`config.mk`:
```
export PLATFORM = sky130hd
export DESIGN_NAME = forward_hazard_unit
export DESIGN_NICKNAME = d
export VERILOG_FILES = /design/src/rtl/forward_hazard_unit.sv
export SDC_FILE = /design/constraint.sdc
export NUM_CORES = 1
export LEC_CHECK = 0
export ABC_AREA = 1
export ABC_CLOCK_PERIOD_IN_PS = 1600
export BUFFER_PORTS_ARGS = -buffer_cell sky130_fd_sc_hd__buf_2
export CAP_MARGIN = 10
export CELL_PAD_IN_SITES_DETAIL_PLACEMENT = 2
export CELL_PAD_IN_SITES_GLOBAL_PLACEMENT = 2
export CORE_UTILIZATION = 27
export CTS_CLUSTER_DIAMETER = 40
export DETAILED_ROUTE_END_ITERATION = 8
export PLACE_DENSITY_LB_ADDON = 0.1
export SLEW_MARGIN = 5
export SYNTH_ARGS = -nofsm -noshare
export SYNTH_HDL_FRONTEND = slang
export SYNTH_SLANG_ARGS = --single-unit
```
`constraint.sdc`:
```
create_clock -name clock -period 1.6 [get_ports clock]
set_clock_uncertainty 0.05 [all_clocks]
set_input_delay 0.08 -clock clock [delete_from_list [all_inputs] [get_ports clock]]
set_output_delay 0.08 -clock clock [all_outputs]
set_load 0.02 [all_outputs]
```
`src/rtl/forward_hazard_unit.sv`:
```
// EX-stage operand forwarding selects and load-use stall/bubble control for a
// 5-stage MIPS pipeline, driven from a private shadow of the ID/EX, EX/MEM and MEM/WB fields.
module forward_hazard_unit #(
   parameter int REG_BITS = 5,
   parameter int CNT_BITS = 16
) (
   input  logic                clock,
   input  logic                reset,
   input  logic                id_valid,
   input  logic [REG_BITS-1:0] id_rs,
   input  logic [REG_BITS-1:0] id_rt,
   input  logic [REG_BITS-1:0] id_dest,
   input  logic                id_regwrite,
   input  logic                id_memread,
   input  logic                flush,
   output logic [1:0]          fwd_a,
   output logic [1:0]          fwd_b,
   output logic                stall,
   output logic                bubble,
   output logic [CNT_BITS-1:0] stall_count
);

   localparam logic [1:0] SEL_RF  = 2'd0;
   localparam logic [1:0] SEL_MEM = 2'd1;
   localparam logic [1:0] SEL_WB  = 2'd2;
   localparam logic [CNT_BITS-1:0] CNT_ONE = {{(CNT_BITS-1){1'b0}}, 1'b1};

   // ID/EX shadow
   logic [REG_BITS-1:0] ex_rs_q, ex_rs_d;
   logic [REG_BITS-1:0] ex_rt_q, ex_rt_d;
   logic [REG_BITS-1:0] ex_dest_q, ex_dest_d;
   logic                ex_rw_q, ex_rw_d;
   logic                ex_mr_q, ex_mr_d;
   // EX/MEM and MEM/WB shadow
   logic [REG_BITS-1:0] mem_dest_q;
   logic                mem_rw_q;
   logic [REG_BITS-1:0] wb_dest_q;
   logic                wb_rw_q;
   logic [CNT_BITS-1:0] stall_count_q, stall_count_d;

   // EX/MEM has priority over MEM/WB; register 0 is never a forwarding source.
   function automatic logic [1:0] fwd_sel(
      input logic [REG_BITS-1:0] src,
      input logic [REG_BITS-1:0] m_dest,
      input logic                m_rw,
      input logic [REG_BITS-1:0] w_dest,
      input logic                w_rw
   );
      logic [1:0] sel;
      sel = SEL_RF;
      if (m_rw && (m_dest != '0) && (m_dest == src)) begin
         sel = SEL_MEM;
      end else if (w_rw && (w_dest != '0) && (w_dest == src)) begin
         sel = SEL_WB;
      end
      return sel;
   endfunction

   always_comb begin
      fwd_a = fwd_sel(ex_rs_q, mem_dest_q, mem_rw_q, wb_dest_q, wb_rw_q);
      fwd_b = fwd_sel(ex_rt_q, mem_dest_q, mem_rw_q, wb_dest_q, wb_rw_q);
   end

   // Both ID sources are compared even if the instruction ignores rt.
   always_comb begin
      stall  = id_valid & ex_mr_q & ex_rw_q & (ex_dest_q != '0) &
               ((ex_dest_q == id_rs) | (ex_dest_q == id_rt)) & ~flush;
      bubble = stall | flush | ~id_valid;
   end

   always_comb begin
      ex_rs_d   = id_rs;
      ex_rt_d   = id_rt;
      ex_dest_d = id_dest;
      ex_rw_d   = id_regwrite;
      ex_mr_d   = id_memread;
      if (bubble) begin
         ex_rs_d   = '0;
         ex_rt_d   = '0;
         ex_dest_d = '0;
         ex_rw_d   = 1'b0;
         ex_mr_d   = 1'b0;
      end
      stall_count_d = stall_count_q;
      if (stall && (stall_count_q != '1)) begin
         stall_count_d = stall_count_q + CNT_ONE;
      end
   end

   always_ff @(posedge clock) begin
      if (!reset) begin
         ex_rs_q       <= '0;
         ex_rt_q       <= '0;
         ex_dest_q     <= '0;
         ex_rw_q       <= 1'b0;
         ex_mr_q       <= 1'b0;
         mem_dest_q    <= '0;
         mem_rw_q      <= 1'b0;
         wb_dest_q     <= '0;
         wb_rw_q       <= 1'b0;
         stall_count_q <= '0;
      end else begin
         ex_rs_q       <= ex_rs_d;
         ex_rt_q       <= ex_rt_d;
         ex_dest_q     <= ex_dest_d;
         ex_rw_q       <= ex_rw_d;
         ex_mr_q       <= ex_mr_d;
         mem_dest_q    <= ex_dest_q;
         mem_rw_q      <= ex_rw_q;
         wb_dest_q     <= mem_dest_q;
         wb_rw_q       <= mem_rw_q;
         stall_count_q <= stall_count_d;
      end
   end

   assign stall_count = stall_count_q;

endmodule
```
==> key figures, run 1 <==
Placement
  • RD Place Congestion: between 0.7 and 0.8
  • DP HPWL: 5.58 mm
  • Placed cells: 496
  • PortBufs: between 40 and 50

STA
  • Worst relative slew slack: 73.2%
  • Final Slew Violations: 0
  • Hold Slack: around 120 ps
  • Setup WS post-layout: -46.3 ps
  • Fin. Hold Viols: 0
  • RSZ-0062 raised after global routing: true
  • Worst Tran Pin Value: around 400 ps
  • Min Clock Period, post-route: 1650 ps
  • Final Cycle Share: 103%
  • Final-report setup violation count: 4
  • FMAX: 607 MHz

Synthesis
  • Synth top area share: 39.0%
  • Post-synth EDFFs: 0
  • Avg Cell Area, Syn: roughly 7.0 µm²
  • Mapped cell area: between 2000 and 2500 µm²
  • Seq cells post-synth: 45
  • Top FF cell, synth: dfxtp_1
  • Post-synth ARST share: 0%
  • Synth area leader: dfxtp_1
  • Area contributors post-synth: dfxtp_1 39%, nand2_1 13%, inv_1 9.4%, nor2_1 9.3%, xor2_1 7.2%
  • Count of cell types in the netlist: 27
  • Seq/Total Area, Yosys: around two fifths
  • Syn Inst Count: 330
  • Post-Syn Nets: 352
  • Yosys warning total: 0

Floorplanning
  • Die area: roughly 8900 µm²
  • Die H: 94.4 µm
  • Rows: 33
  • Core Area: 8260 µm²
  • Initial core utilization: 27.9%
  • Chip Width: 94.4 µm
  • Num ports: 43

Finish
  • Fraction of layout cells with a size suffix above 1: 41.9%
  • Register area: roughly 940 µm²
  • ANT cells: 0
  • # fillers: 967
  • Area delta synth->final: 56.0%
  • Final Non-Filler Cells: 535
  • Most frequent cells in the layout: 59 x nand2_1, 52 x inv_1, 47 x nor2_1
  • Nets: 451
  • Multi-input gate area: 1450 µm²
  • Commonest non-fill, non-tap cell in the layout: nand2_1

Power
  • Lkg Pwr: approximately 0.0019 µW
  • Psw: 573 µW
  • Int Pwr: 1710 µW
  • Combinational power share: a little under a tenth
  • Clk pwr share: 40.4%
  • Power Dens Cells: 634 nW/µm²
  • Pwr Total: roughly 2300 µW
  • Sw Share: 25.1%
  • Peak supply drop: 0.382 mV
  • Flop pwr share: 50.2%

Global routing
  • Antenna violations before repair: 0
  • Vias in the first global route: 2462
  • Total gr overflow: 0
  • Total GRT Usage: a little under a fifth
  • First-pass GRT wire length: around 12 mm
  • Largest net degree at the start of global routing: 18

Critical path
  • Critical path depth: 11
  • CP most frequent cell: nand2_1
  • Crit path launch type: register
  • Worst path required time: 1780 ps
  • CP Class: reg2reg
  • Critical Path Fanout Max: 5
  • CP delay by family, top: simple AND/OR/NAND/NOR gates
  • CP Buf/Inv Count: 3
  • Crit end category: register
  • CP startpoint: ex_dest_q[0]
  • Reg2reg end: stall_count[4]
  • Worst path slowest cell: dfxtp_4
  • Max stage delay on crit path: 400 ps
  • Worst Reg2Reg Path Length in Cells: 11
  • Worst flop-to-flop path startpoint: ex_dest_q[0]
  • Worst Path Arrival: 1830 ps
  • Reg2reg setup slack: -50 ps
  • End of the critical path: stall_count[4]
  • CP Cell Sequence: inv_2 -> nand2_1 -> nand2_1 -> nor2_2 -> nand3_2 -> nand2_4 -> nand4_4 -> buf_4 -> nand2_1 -> inv_1 -> nor2_1

CTS
  • H-tree Lvls: 2
  • Worst-skew pair later-pin latency: roughly 300 ps
  • Num CTS Buffers: 5
  • Clk Tree Root Cell: clkbuf_8
  • CTS Sinks: 45
  • Clk pin slew, worst setup/hold paths: roughly 100 ps
  • CTS tree: done
  • Clk buf depth: 2

Detailed routing
  • DR WL/cell: 15.6 µm
  • Routed wire length: 8.36 mm
  • DR pass1 iterations: 4
  • DR vias/cell: ~4.5
  • DRT iter0 DRCs: 31
  • Routed Antenna Nets: 0
  • DRC: 0
  • Via count: between 2000 and 2500

Job
  • MaxCap Viol Count: 0

Min path
  • Hold WC Path Type: in2reg

Outcome
  • Violated checks: setup timing
  • Status: finished with violations
-- tightest hold or removal path, stage by stage --
cell     delay, ps
buf_2          210
nand2_2        110
nor2_1          30
-- metrics by stage --
step / area (µm²) / setup slack (ps) / setup TNS, ps / utilization, %
after detailed placement: 2790 / -132 / -1380 / 33.8
after global routing: 3600 / -190 / -3160 / 43.6
after global placement: 2790 / -69.1 / -565 / 33.8
after CTS: 3310 / -133 / -744 / 40.1
after floorplan: 2310 / 16.1 / 0 / -
final: 3600 / -46.3 / -123 / 43.6
-- Yosys cell counts (2+ instances only) --
| master | instances |
|---|---|
| nand2_1 | 78 |
| inv_1 | 58 |
| nor2_1 | 57 |
| dfxtp_1 | 45 |
| xor2_1 | 19 |
| xnor2_1 | 15 |
| nand3_1 | 12 |
| nor3_1 | 9 |
| nand4_1 | 5 |
| inv_2 | 4 |
| o21ai_0 | 3 |
| buf_4 | 2 |
| buf_6 | 2 |
| clkbuf_1 | 2 |
| nand4_4 | 2 |
| nor2_2 | 2 |
| nor3_2 | 2 |
| o21ai_1 | 2 |
| o41ai_1 | 2 |
| or2_2 | 2 |
-- state kept, by name, summed over array words and instances, names as in the netlist --
register,count
wb_rw_q,1
ex_dest_q,5
ex_mr_q,1
ex_rw_q,1
mem_dest_q,5
ex_rs_q,5
ex_rt_q,5
wb_dest_q,5
stall_count,16
mem_rw_q,1
-- worst min-delay path by stage --
| stage | start | to | slack, ps | cells after the start |
|---|---|---|---|---|
| after floorplan | id_dest[0] | ex_dest_q[0] | 140 | 2 |
| after global placement | id_dest[0] | ex_dest_q[0] | 250 | 3 |
| after detailed placement | id_regwrite | ex_rw_q | 250 | 3 |
| after CTS | reset | stall_count[10] | 130 | 3 |
| after global routing | reset | stall_count[6] | 130 | 3 |
| final | reset | stall_count[6] | 120 | 3 |
-- per-layer routing --
metal / vias to the layer above / GRT usage (%) / wire [µm]
met1: 1166 / 24.3 / 3980
met3: 4 / 3.06 / 166
li1: 1187 / - / -
met4: 0 / 3.85 / 53
met2: 29 / 30.4 / 4160
met5: - / 0 / 0
-- cell type report --
type | count | share of cell area [%]
clock buffer | 5 | 1.91
sequential | 45 | 26.0
timing repair buffer | 97 | 20.0
clock inverter | 3 | 1.39
tap | 105 | 3.65
multi-input combinational | 217 | 40.4
inverter | 63 | 6.64
-- kinds of logic (layout without fill, tap and decap cells) --
group | count (synthesis) | in the layout | synth area share, %
simple gates | 171 | 172 | 32.4
buf+inv | 69 | 168 | 12.2
flops | 45 | 45 | 39.0
xor+xnor | 34 | 34 | 12.9
compound gates | 10 | 10 | 2.87
fa+ha+maj | 1 | 1 | 0.542
-- repair_timing --
item,in CTS,in global routing
pin swaps,15,29
cloned,1,0
endpoints found under the setup margin,22,39
hold buffers,17,0
gates resized for setup,47,69
endpoints found under the hold margin,17,0
setup buffers,9,4
-- power groups by stage --
stage / Clock, µW / Combinational (µW) / Sequential (µW)
6_report: 922 / 216 / 1150
5_1_grt: 989 / 238 / 1150
4_1_cts: 946 / 187 / 1150
3_5_place_dp: 0 / 142 / 1180
3_3_place_gp: 0 / 137 / 1180
2_1_floorplan: 0 / 85.3 / 1170
(Power assumes the default switching activity.)
==> run 2, diff against run 1 <==
- ABC_CLOCK_PERIOD_IN_PS: 1600 -> 1510
- clock period: 1.6 -> 1.51 ns (I/O delays scaled with it)
==> run 2 against run 1 <==
  * The run still ends with setup timing left
  * Global-route usage rose by 2.2 points
  * Worst setup slack got worse by 170 ps
  * Power is 0.62% higher
  * Wire length up 8.2%
  * Core utilization rose by 2.6 points
  * Non-clock buffer count increased by 6
  * Largest cell class unchanged
==> key figures, run 2 (synthesis results as in run 1) <==
Outcome
  • Status: finished with violations
  • Violated checks: setup timing

Finish
  • # fillers: 928
  • Area delta synth->final: 65.3%
  • ANT cells: 0
  • Fraction of layout cells with a size suffix above 1: 48.6%
  • Max reg flops: 16
  • Register area: 945 µm²
  • Most frequent cells in the layout: 53 x inv_1, 52 x nand2_1, 36 x buf_2
  • Commonest non-fill, non-tap cell in the layout: inv_1
  • Nets: about 460
  • Final Non-Filler Cells: roughly 540
  • Multi-input gate area: 1590 µm²

Critical path
  • Crit path launch type: register
  • CP delay by family, top: simple AND/OR/NAND/NOR gates
  • Critical Path Fanout Max: 4
  • Worst Reg2Reg Path Length in Cells: 11
  • Worst path slowest cell: dfxtp_4
  • CP Class: reg2out
  • CP Buf/Inv Count: 3
  • Crit end category: primary output
  • Critical path depth: 9
  • CP Cell Sequence: inv_4 -> nand2_1 -> nand2_1 -> nor2_1 -> nand3_1 -> nand2_4 -> nand3_4 -> inv_4 -> buf_6
  • Max stage delay on crit path: 400 ps
  • Worst Path Arrival: 1600 ps
  • Worst path required time: 1380 ps

Detailed routing
  • DRC: 0
  • Routed Antenna Nets: 0
  • DR WL/cell: roughly 17 µm
  • Routed wire length: 9.05 mm
  • DRT iter0 DRCs: 21
  • Via count: 2423
  • DR pass1 iterations: 4
  • DR vias/cell: 4.48

Floorplanning
  • Num ports: 43
  • Chip Width: 94.4 µm
  • Core Area: 8260 µm²
  • Die area: 8920 µm²
  • Die H: approximately 94 µm
  • Rows: 33
  • Initial core utilization: 27.9%

Placement
  • RD Place Congestion: 0.774
  • Placed cells: 500
  • DP HPWL: between 5 and 6 mm
  • Setup WS pre-CTS: -190 ps
  • PortBufs: 42

STA
  • RSZ-0062 raised after global routing: true
  • Final Cycle Share: 114%
  • FMAX: around 580 MHz
  • Fin. Hold Viols: 0
  • Worst relative slew slack: 71.1%
  • Final-report setup violation count: 39
  • Setup WS post-layout: -216 ps
  • Final Slew Violations: 0
  • Worst Tran Pin Value: around 430 ps
  • Min Clock Period, post-route: 1730 ps

CTS
  • H-tree Lvls: 2
  • CTS Sinks: 45
  • Clk Tree Root Cell: clkbuf_8
  • Num CTS Buffers: 5
  • Clk buf depth: 2
  • Worst-skew pair later-pin latency: 310 ps
  • Clk pin slew, worst setup/hold paths: 100 ps
  • CTS tree: done

Min path
  • Hold WC Path Type: in2reg
  • Hold path cells: 3

Global routing
  • First-pass GRT wire length: 13.4 mm
  • Largest net degree at the start of global routing: 17
  • Total GRT Usage: 20.3%
  • Total gr overflow: 0
  • Antenna violations before repair: 0
  • Vias in the first global route: approximately 2600

Job
  • MaxCap Viol Count: 0

Power
  • Lkg Pwr: 0.00193 µW
  • Power Dens Cells: about 600 nW/µm²
  • Peak supply drop: 0.299 mV
[run 2: path summary, 6_finish.rpt]
path                  from         endpoint  slack (ps)
max reg2reg   ex_dest_q[4]  stall_count[11]        -190
max           ex_dest_q[4]            stall        -220
min               id_rs[1]       ex_rs_q[1]          10
min reg2reg  mem_dest_q[2]     wb_dest_q[2]         440
[run 2: worst register-to-register path, delay by kind of cell (launching register included)]
family	cells	cell delay, ps
simple gates	9	920
flops	1	400
buf+inv	2	260
[run 2: power breakdown]
group | internal, µW | leakage (µW) | switching [µW]
clock | 338 | 0.0000452 | 478
sequential | 1190 | 0.000376 | 21.8
combinational | 127 | 0.00151 | 143
[run 2: routing by layer]
layer | vias to the layer above | part of all wire [%] | track usage, %
li1 | 1194 | - | -
met5 | - | 0 | 0
met4 | 0 | 0.98 | 5.77
met2 | 36 | 52 | 35.3
met1 | 1186 | 45 | 26.0
met3 | 7 | 1.8 | 2.90
[run 2: area by class of cell]
type,count,area share (%)
sequential,45,24.8
clock buffer,5,1.80
timing repair buffer,103,21.2
tap,105,3.44
multi-input combinational,217,41.6
clock inverter,3,0.656
inverter,63,6.49
[run 2: repair_timing]
item                       CTS  global route
gates resized for setup     95            67
hold buffers                16             0
hold endpoints to repair    16             0
pin swaps                   34            39
setup endpoints to repair   35            39
buffers inserted            10             7
cloned                       4             0
[run 2: stage by stage]
step / area (µm²) / hold WS (ps) / utilization, % / total power, µW / TNS, ps
CTS: 3590 / 0.433 / 43.5 / 2320 / -3290
global placement: 2860 / 242 / 34.7 / 1400 / -1660
detailed placement: 2860 / 250 / 34.7 / 1400 / -2180
floorplan: 2350 / 138 / - / 1330 / 0
finish: 3810 / 10.5 / 46.2 / 2300 / -5340
global route: 3810 / 24.3 / 46.2 / 2410 / -8320
==> run 3, diff against run 2 <==
- CORE_UTILIZATION: 27 -> 28
- CTS_BUF_LIST: default -> sky130_fd_sc_hd__clkbuf_4 sky130_fd_sc_hd__clkbuf_8
==> run 3 against run 2 <==
  * The run still ends with setup timing left
  * Clock-buffer cell count unchanged
  * Power grew 6.2%
  * Core utilization fell by 0.69 points
  * Clock power is 20% higher
  * Wire length shrank 2.8%
  * Final cell count fell by 1.1%
  * Hold slack improved by 100 ps
  * Sequential power about the same
  * Final area shrank 6.4%
  * Largest cell class unchanged
  * Highest routed layer unchanged
==> key figures, run 3 (synthesis results as in run 1) <==
Outcome
  • Status: finished with violations
  • Violated checks: setup timing

Global routing
  • Antenna violations before repair: 0
  • Vias in the first global route: 2567
  • First-pass GRT wire length: 13.0 mm
  • Total gr overflow: 0
  • Largest net degree at the start of global routing: 18
  • Total GRT Usage: 19.5%

STA
  • Final Cycle Share: 122%
  • Hold Slack: 112 ps
  • Final-report setup violation count: 39
  • RSZ-0062 raised after global routing: true
  • Worst Tran Pin Value: 411 ps
  • Min Clock Period, post-route: 1850 ps
  • FMAX: 541 MHz
  • Setup WS post-layout: -339 ps
  • Fin. Hold Viols: 0
  • Worst relative slew slack: roughly 73%
  • Final Slew Violations: 0

Floorplanning
  • Num ports: 43
  • Core Area: about 8000 µm²
  • Die area: 8610 µm²
  • Rows: 32
  • Chip Width: 92.8 µm
  • Die H: 92.8 µm
  • Initial core utilization: 29.4%

Critical path
  • CP Class: reg2reg
  • Worst Path Arrival: 2000 ps
  • Reg2reg setup slack: -340 ps
  • Crit path launch type: register
  • Critical Path Fanout Max: 8
  • CP Cell Sequence: inv_2 -> nand2_1 -> nand2_1 -> nor2_1 -> nand3_1 -> nand2_4 -> buf_6 -> nand4_4 -> buf_4 -> o21ai_2 -> nor2_1
  • Crit end category: register
  • Worst path slowest cell: dfxtp_4
  • Max stage delay on crit path: 380 ps
  • Worst path required time: 1660 ps
  • Worst Reg2Reg Path Length in Cells: 11

Detailed routing
  • DR vias/cell: roughly 4.5
  • DR pass1 iterations: 4
  • Met2 routed WL: 4.51 mm
  • Routed Antenna Nets: 0
  • Routed wire length: 8.79 mm
  • DRC: 0
  • Routed met1 length: 3.94 mm
  • Metal3 WL: ~240 µm
  • DR WL/cell: 16.4 µm
  • Via count: ~2400
  • Top Layer Used: met4
  • DRT iter0 DRCs: 55

Placement
  • RD Place Congestion: 0.764
  • PortBufs: 42
  • DP HPWL: around 5.4 mm

CTS
  • H-tree Lvls: 2
  • Worst-skew pair later-pin latency: 310 ps
  • Num CTS Buffers: 5
  • CTS tree: done
  • Clk Tree Root Cell: clkbuf_8
  • CTS Sinks: 45
  • Clk pin slew, worst setup/hold paths: 100 ps
  • Clk buf depth: 2

Finish
  • Area delta synth->final: 54.8%
  • ANT cells: 0
  • # fillers: 920
  • Fraction of layout cells with a size suffix above 1: about two fifths
  • Max reg flops: 16
  • Nets: 454
  • Commonest non-fill, non-tap cell in the layout: nand2_1
  • Most frequent cells in the layout: 57 x nand2_1, 54 x inv_1, 43 x nor2_1

Min path
  • Hold WC Path Type: in2reg
  • Hold path cells: 3

Power
  • Power Dens Cells: 684 nW/µm²
  • Pwr Total: approximately 2400 µW
  • Lkg Pwr: 0.00185 µW
  • Peak supply drop: about 0.32 mV

Job
  • MaxCap Viol Count: 0
[run 3: path summary, 6_finish.rpt]
path                startpoint        endpoint
setup / recovery  ex_dest_q[0]  stall_count[3]
setup reg to reg  ex_dest_q[0]  stall_count[3]
hold reg to reg       mem_rw_q         wb_rw_q
hold / removal           reset  stall_count[1]
[run 3: critical path, delay by kind of cell, from the launching register on]
kind                   cells  cell delay [ps]
buffers and inverters      3              370
AND/OR/NAND/NOR            7              820
AO/OA/AOI/OAI              1              120
flip-flops                 1              380
[run 3: metrics by stage]
stage	utilization, %	setup TNS, ps	setup WS [ps]	cells	cell area, µm²
2_1_floorplan	-	0	1.79	330	2350
3_3_place_gp	36.2	-779	-96.9	494	2840
3_5_place_dp	36.2	-1930	-139	494	2840
4_1_cts	42.4	-3150	-226	524	3330
5_1_grt	45.5	-11530	-427	535	3570
6_report	45.5	-8460	-339	535	3570
[run 3: layout make-up]
cell class / count / area [µm²] / area share [%]
Clock buffer: 5 / 68.8 / 1.93
Clock inverter: 3 / 47.5 / 1.33
Inverter: 63 / 241 / 6.76
Multi-Input combinational cell: 217 / 1390 / 39.0
Sequential cell: 45 / 940 / 26.3
Tap cell: 102 / 128 / 3.57
Timing Repair Buffer: 100 / 752 / 21.1
[run 3: what timing repair did]
action / CTS / global route
setup endpoints to repair: 39 / 39
cloned: 1 / 0
resized for setup: 50 / 51
setup buffers: 5 / 11
pin swaps: 18 / 20
hold buffers: 17 / 0
hold endpoints to repair: 17 / 0
[run 3: power breakdown]
part	internal, µW	switching (µW)
Clock	506	476
Combinational	115	131
Sequential	1190	21.2
[run 3: per-layer routing]
metal	vias to the layer above	track usage, %
li1	1193	-
met1	1180	24.6
met2	50	34.2
met3	8	3.37
met4	0	4.49
met5	-	0
